File: src/rtl/if_pad_fill_scheduler.sv
// if_pad_fill_scheduler: streams one IFMap row from the read buffer into the
// PE's circular scratchpad. It tracks occupancy so that no slot is ever
// overwritten, flags when a full filter window is resident, and retires
// STRIDE slots for each window the PE consumes.
// Optional build macro IF_ZERO_PAD_EN: writes PAD_ZEROS zero words before and
// after the row. These writes do not pop the read buffer. The feature adds
// the pad_zero output.
//
// state | meaning
// ------+------------------------------------------------------------
// IDLE  | waiting for start; no reads or writes are issued
// FILL  | issuing buffer reads (and zero writes) while slots are free
// DRAIN | all words written; the PE consumes until < FILT_SIZE remain
module if_pad_fill_scheduler #(
  parameter int PAD_DEPTH = 16,
  parameter int FILT_SIZE = 4,
  parameter int STRIDE    = 1,
  parameter int ROW_LEN   = 32,
`ifdef IF_ZERO_PAD_EN
  parameter int PAD_ZEROS = 1,
`endif
  parameter int ADDR_W    = $clog2(PAD_DEPTH)
) (
  input  logic              clk,
  input  logic              rst,
  input  logic              start,
  input  logic              buffer_valid,
  input  logic              window_consumed,
  output logic              buffer_read_enable,
  output logic              pad_wen,
  output logic [ADDR_W-1:0] pad_waddr,
  output logic [ADDR_W-1:0] pad_raddr_base,
  output logic              window_ready,
  output logic              busy,
`ifdef IF_ZERO_PAD_EN
  output logic              pad_zero,
`endif
  output logic              row_done
);

  // Occupancy has to represent a completely full pad, so it is one bit wider
  // than an address.
  localparam int OCC_W = ADDR_W + 1;
  localparam int FCH_W = $clog2(ROW_LEN + 1);

  localparam logic [OCC_W-1:0]  STRIDE_O = OCC_W'(STRIDE);
  localparam logic [OCC_W-1:0]  FILT_O   = OCC_W'(FILT_SIZE);
  localparam logic [OCC_W-1:0]  DEPTH_O  = OCC_W'(PAD_DEPTH);
  localparam logic [OCC_W-1:0]  ONE_O    = OCC_W'(1);
  // Truncating to ADDR_W bits gives the modulo-PAD_DEPTH wrap for free.
  localparam logic [ADDR_W-1:0] STRIDE_A = ADDR_W'(STRIDE);
  localparam logic [ADDR_W-1:0] ONE_A    = ADDR_W'(1);
  localparam logic [FCH_W-1:0]  ROW_F    = FCH_W'(ROW_LEN);
  localparam logic [FCH_W-1:0]  ONE_F    = FCH_W'(1);

  typedef enum logic [1:0] {
    ST_IDLE  = 2'd0,
    ST_FILL  = 2'd1,
    ST_DRAIN = 2'd2
  } state_t;

  state_t             state_q, state_d;
  logic [OCC_W-1:0]   occ_q, occ_d;
  logic [ADDR_W-1:0]  wptr_q, wptr_d;
  logic [ADDR_W-1:0]  rptr_q, rptr_d;
  logic [FCH_W-1:0]   fetched_q, fetched_d;
  logic               inflight_q, inflight_d;
  logic               pad_wen_q, pad_wen_d;

  logic               slot_free;
  logic               rows_left;
  logic               rd_issue;
  logic               issue_any;
  logic               all_issued;
  logic               honour;

`ifdef IF_ZERO_PAD_EN
  localparam int ZCNT_W = $clog2(PAD_ZEROS + 2);
  localparam logic [ZCNT_W-1:0] Z_C   = ZCNT_W'(PAD_ZEROS);
  localparam logic [ZCNT_W-1:0] ONE_Z = ZCNT_W'(1);

  logic [ZCNT_W-1:0]  zpre_q, zpre_d;
  logic [ZCNT_W-1:0]  zpost_q, zpost_d;
  logic               pad_zero_q, pad_zero_d;
  logic               zero_pre;
  logic               zero_post;
  logic               zero_issue;
`endif

  // Issue decode: a slot is free only if neither resident nor pending words fill it.
  always_comb begin
    slot_free  = ({1'b0, occ_q} + (OCC_W + 1)'(inflight_q)) < {1'b0, DEPTH_O};
    rows_left  = fetched_q < ROW_F;
`ifdef IF_ZERO_PAD_EN
    zero_pre   = zpre_q < Z_C;
    zero_post  = !rows_left && (zpost_q < Z_C);
    rd_issue   = (state_q == ST_FILL) && slot_free && !zero_pre && rows_left && buffer_valid;
    zero_issue = (state_q == ST_FILL) && slot_free && (zero_pre || zero_post);
    issue_any  = rd_issue || zero_issue;
    all_issued = !rows_left && !zero_pre && !zero_post;
`else
    rd_issue   = (state_q == ST_FILL) && slot_free && rows_left && buffer_valid;
    issue_any  = rd_issue;
    all_issued = !rows_left;
`endif
  end

  assign window_ready       = (occ_q >= FILT_O) && (state_q != ST_IDLE);
  assign row_done           = (state_q == ST_DRAIN) && (occ_q < FILT_O);
  assign honour             = window_ready && window_consumed;
  assign busy               = (state_q != ST_IDLE);
  assign buffer_read_enable = rd_issue;
  assign pad_wen            = pad_wen_q;
  assign pad_waddr          = wptr_q;
  assign pad_raddr_base     = rptr_q;
`ifdef IF_ZERO_PAD_EN
  assign pad_zero           = pad_zero_q;
`endif

  // Next state plus pointer and counter updates; row_done restarts the pad from address 0.
  always_comb begin
    state_d    = state_q;
    occ_d      = occ_q;
    wptr_d     = wptr_q;
    rptr_d     = rptr_q;
    fetched_d  = fetched_q;
    inflight_d = inflight_q;
    pad_wen_d  = issue_any;
`ifdef IF_ZERO_PAD_EN
    zpre_d     = zpre_q;
    zpost_d    = zpost_q;
    pad_zero_d = zero_issue;
`endif

    case (state_q)
      ST_IDLE:  if (start) state_d = ST_FILL;
      ST_FILL:  if (all_issued && !inflight_q) state_d = ST_DRAIN;
      ST_DRAIN: if (row_done) state_d = ST_IDLE;
      default:  state_d = ST_IDLE;
    endcase

    if (pad_wen_q) begin
      occ_d  = occ_d + ONE_O;
      wptr_d = wptr_q + ONE_A;
    end
    if (honour) begin
      occ_d  = occ_d - STRIDE_O;
      rptr_d = rptr_q + STRIDE_A;
    end
    if (rd_issue) fetched_d = fetched_q + ONE_F;

    // A new issue in the same cycle as a landing write keeps the flag set.
    if (issue_any)      inflight_d = 1'b1;
    else if (pad_wen_q) inflight_d = 1'b0;

`ifdef IF_ZERO_PAD_EN
    if (zero_issue && zero_pre)  zpre_d  = zpre_q + ONE_Z;
    if (zero_issue && zero_post) zpost_d = zpost_q + ONE_Z;
`endif

    if (row_done) begin
      occ_d     = '0;
      wptr_d    = '0;
      rptr_d    = '0;
      fetched_d = '0;
`ifdef IF_ZERO_PAD_EN
      zpre_d    = '0;
      zpost_d   = '0;
`endif
    end
  end

  // State register with synchronous active-low reset; pending data is dropped.
  always_ff @(posedge clk) begin
    if (!rst) begin
      state_q    <= ST_IDLE;
      occ_q      <= '0;
      wptr_q     <= '0;
      rptr_q     <= '0;
      fetched_q  <= '0;
      inflight_q <= 1'b0;
      pad_wen_q  <= 1'b0;
`ifdef IF_ZERO_PAD_EN
      zpre_q     <= '0;
      zpost_q    <= '0;
      pad_zero_q <= 1'b0;
`endif
    end else begin
      state_q    <= state_d;
      occ_q      <= occ_d;
      wptr_q     <= wptr_d;
      rptr_q     <= rptr_d;
      fetched_q  <= fetched_d;
      inflight_q <= inflight_d;
      pad_wen_q  <= pad_wen_d;
`ifdef IF_ZERO_PAD_EN
      zpre_q     <= zpre_d;
      zpost_q    <= zpost_d;
      pad_zero_q <= pad_zero_d;
`endif
    end
  end

endmodule

File: config.mk
export PLATFORM = sky130hd
export DESIGN_NAME = if_pad_fill_scheduler
export DESIGN_NICKNAME = d
export VERILOG_FILES = /design/src/rtl/if_pad_fill_scheduler.sv
export SDC_FILE = /design/constraint.sdc
export NUM_CORES = 1
export LEC_CHECK = 0
export BUFFER_PORTS_ARGS = -buffer_cell sky130_fd_sc_hd__clkbuf_2
export CAP_MARGIN = 25
export CORE_ASPECT_RATIO = 1.2
export CORE_MARGIN = 2
export CORE_UTILIZATION = 57
export CTS_CLUSTER_SIZE = 10
export DETAILED_ROUTE_END_ITERATION = 16
export PLACE_DENSITY_LB_ADDON = 0.15
export RECOVER_POWER = 100
export SLEW_MARGIN = 20
export SYNTH_ARGS = -nofsm -noshare
export SYNTH_HDL_FRONTEND = slang
export SYNTH_SLANG_ARGS = --single-unit
export TNS_END_PERCENT = 20
File: constraint.sdc
create_clock -name clk -period 5.85 [get_ports clk]
set_clock_uncertainty 0.05 [all_clocks]
set_input_delay 0.8775 -clock clk [delete_from_list [all_inputs] [get_ports clk]]
set_output_delay 0.8775 -clock clk [all_outputs]
set_load 0.005 [all_outputs]
==> results.json <==
{
  "design.die.area_um2": 2370,
  "vdd_drop_max_uv": 189,
  "fin_nets": 153,
  "worstMarginPinSlew_ns": 1.92,
  "end_kind": "register",
  "antennaDiodeCount": 0,
  "path_clk_slew_ns": 0.13,
  "grt_max_degree": 19,
  "finalSetupViolCount": 0,
  "wl_um": 2010,
  "slowest_delay_ns": 1.47,
  "violations": "max-capacitance violations, max-slew violations",
  "slew_headroom_pct": -29.1,
  "place_inst": 156,
  "cp.arrival_ns": 3.03,
  "row_count": 17,
  "hold_class": "reg2reg",
  "slew_viol_final": 19,
  "status": "complete, but fails checks",
  "io_buffers": 17,
  "cts_tree": "done",
  "crit_family": "compound AO/OA/AOI/OAI gates",
  "post-route-period-util_pct": 48.7,
  "setup_ws_ns": 3.00,
  "cts_setup_buffers": 0,
  "synth_compound_area_share_pct": 12.3,
  "initial_utilization_pct": 61.4,
  "synth_xor_area_share_pct": 10.8,
  "drc": 0,
  "finalHoldViolations": 0,
  "wl_per_cell_um": 12.6,
  "rsz0062_at_grt": "false",
  "syn_inst": 123,
  "synth.area.mux_share_pct": 2.64,
  "via_per_inst": 5.83,
  "ys_ff_latch": 23,
  "die_w_um": 44.8,
  "leakagePower_nw": 0.494,
  "fin_hold_ws_ns": 0.445,
  "boundaryPins": 18,
  "worst-path-buf-inv": 0,
  "seq_area_frac_synth_pct": 40.5,
  "power_density_nw_per_um2": 206,
  "cts_root_buf": "clkbuf_4",
  "syn_nets": 134,
  "critPathKind": "reg2reg",
  "cp-start-kind": "register",
  "numClockSinks": 23,
  "synthSimpleGateAreaFrac_pct": 23.0,
  "final_layout_size_suffix_gt1_share_pct": 14.2,
  "grt_antenna_before_repair": 0,
  "ctsHoldBuffers": 0,
  "post_cts_resized": 0,
  "fin_util_pct": 67.0,
  "cts_buffers": 3,
  "worstPathRequired_ns": 6.03,
  "yosys_warnings": 0,
  "synth_top_family_by_area": "simple AND/OR/NAND/NOR gates",
  "path_cells": "or3_2 > o21ai_0 > or4_1 > nand2_1",
  "post-place-ws_ns": 3.21,
  "reg2reg_slack_ns": 3.00,
  "fin_total_pwr_mw": 0.255,
  "area_growth_pct": 9.14,
  "place_congestion": 0.764,
  "track_usage_pct": 20.2,
  "syn-cell-area_um2": 1140,
  "layout_commonest_cell": "dfxtp_1",
  "htreeDepth": 1,
  "grt_pass1_wl_um": 3460,
  "finalInstanceArea_um2": 1240,
  "clock_path_buffers": 2,
  "grt_pass1_vias": 808,
  "dpl_cell_area_um2": 1220,
  "fin_crit_ns": 2.85,
  "die_y_um": 52.9,
  "dp.final_hpwl_um": 1500,
  "synth_adder_area_share_pct": 6.61,
  "crit_path_max_fanout": 18,
  "clk_latency_ns": 0.32,
  "stdcell_count": 160,
  "layout_common_cells": "dfxtp_1, nor2_1, clkbuf_2",
  "max_freq_mhz": 351,
  "globalRouteOverflowTotal": 0,
  "maxCapViolations": 1,
  "avgSynthCellArea_um2": 9.24,
  "drt_iter0_markers": 14,
  "fin_setup_tns_ns": 0,
  "core_um2": 1850,
  "crit_slowest_cell": "o21ai_0",
  "vias": 932,
  "drt_pre_antenna_iters": 4,
  "final_antenna_net_count": 0,
  "synth.distinct_cells": 37
}
==> routing by layer <==
layer | GRT usage [%] | vias up | share of wire [%]
li1 | - | 465 | -
met1 | 26.0 | 447 | 50
met2 | 32.6 | 16 | 45
met3 | 2.05 | 4 | 2.7
met4 | 10.6 | 0 | 1.6
met5 | 0 | - | 0
==> worst paths after layout <==
| check | startpoint | endpoint | cells past startpoint |
|---|---|---|---|
| max reg2reg | occ_q[2] | fetched_q[4] | 4 |
| max | occ_q[2] | fetched_q[4] | 4 |
| min reg2reg | fetched_q[4] | fetched_q[4] | 2 |
| min | fetched_q[4] | fetched_q[4] | 2 |
==> synthesized netlist by cell type <==
| library cell | count | share of area [%] |
|---|---|---|
| or3_1 | 3 | 1.7 |
| mux2i_1 | 3 | 2.6 |
| nor2_1 | 15 | 5.0 |
| buf_6 | 1 | 0.99 |
| and3b_1 | 1 | 0.77 |
| and3_1 | 3 | 1.7 |
| and4_4 | 1 | 0.99 |
| nand3_1 | 6 | 2.6 |
| nand4bb_1 | 1 | 0.99 |
| dfxtp_1 | 23 | 41 |
| inv_1 | 6 | 2.0 |
| nand2b_1 | 2 | 1.1 |
| a211oi_1 | 1 | 0.66 |
| o21ai_0 | 3 | 1.3 |
| o211ai_1 | 2 | 1.3 |
| ha_1 | 6 | 6.6 |
| o21ai_2 | 1 | 0.77 |
| xnor2_1 | 7 | 5.4 |
| or3_2 | 1 | 0.66 |
| nor3_1 | 1 | 0.44 |
| a21boi_0 | 1 | 0.66 |
| nand2_1 | 6 | 2.0 |
| buf_4 | 1 | 0.66 |
| buf_2 | 1 | 0.44 |
| a21oi_1 | 5 | 2.2 |
| or2_2 | 1 | 0.55 |
| a41oi_1 | 1 | 0.77 |
| o31ai_1 | 1 | 0.66 |
| o2bb2ai_1 | 1 | 0.77 |
| or4_1 | 2 | 1.3 |
| xor2_1 | 7 | 5.4 |
| nand4_1 | 3 | 1.7 |
| nor4_1 | 1 | 0.55 |
| a211o_4 | 1 | 1.5 |
| o21a_1 | 1 | 0.66 |
| and2_1 | 2 | 1.1 |
| o32a_2 | 1 | 0.99 |
==> cells by family (layout without fill, tap and decap cells) <==
group | after synthesis | count (layout)
AND/OR/NAND/NOR | 49 | 49
AO/OA/AOI/OAI | 19 | 19
flip-flops | 23 | 23
XOR/XNOR | 14 | 14
buffers and inverters | 9 | 27
adder cells (fa/ha/maj) | 6 | 6
multiplexers | 3 | 3
==> sequential cells by signal, summed over array words and instances (netlist names) <==
signal / count
state_q: 2
pad_waddr: 4
inflight_q: 1
pad_raddr_base: 4
fetched_q: 6
occ_q: 5
pad_wen: 1
==> tightest hold or removal path, delay by kind of cell, from the launching register on <==
family | cells | cell delay [ns]
flops | 1 | 0.34
compound gates | 1 | 0.08
simple gates | 1 | 0.05
==> layout make-up <==
cell class / count / area, um^2
clock buffer: 3 / 22.5
clock inverter: 1 / 7.51
fill: 161 / 611
inverter: 6 / 22.5
multi-input combinational: 91 / 624
sequential: 23 / 460
tap: 19 / 23.8
timing repair buffer: 17 / 78.8
==> power breakdown <==
group,switching (mW),internal [mW],total (mW)
Combinational,0.00846,0.00774,0.0162
Sequential,0.00388,0.159,0.163
Clock,0.0498,0.0261,0.0759
Total,0.0621,0.193,0.255
No activity file was read; power rests on OpenSTA's default activity.
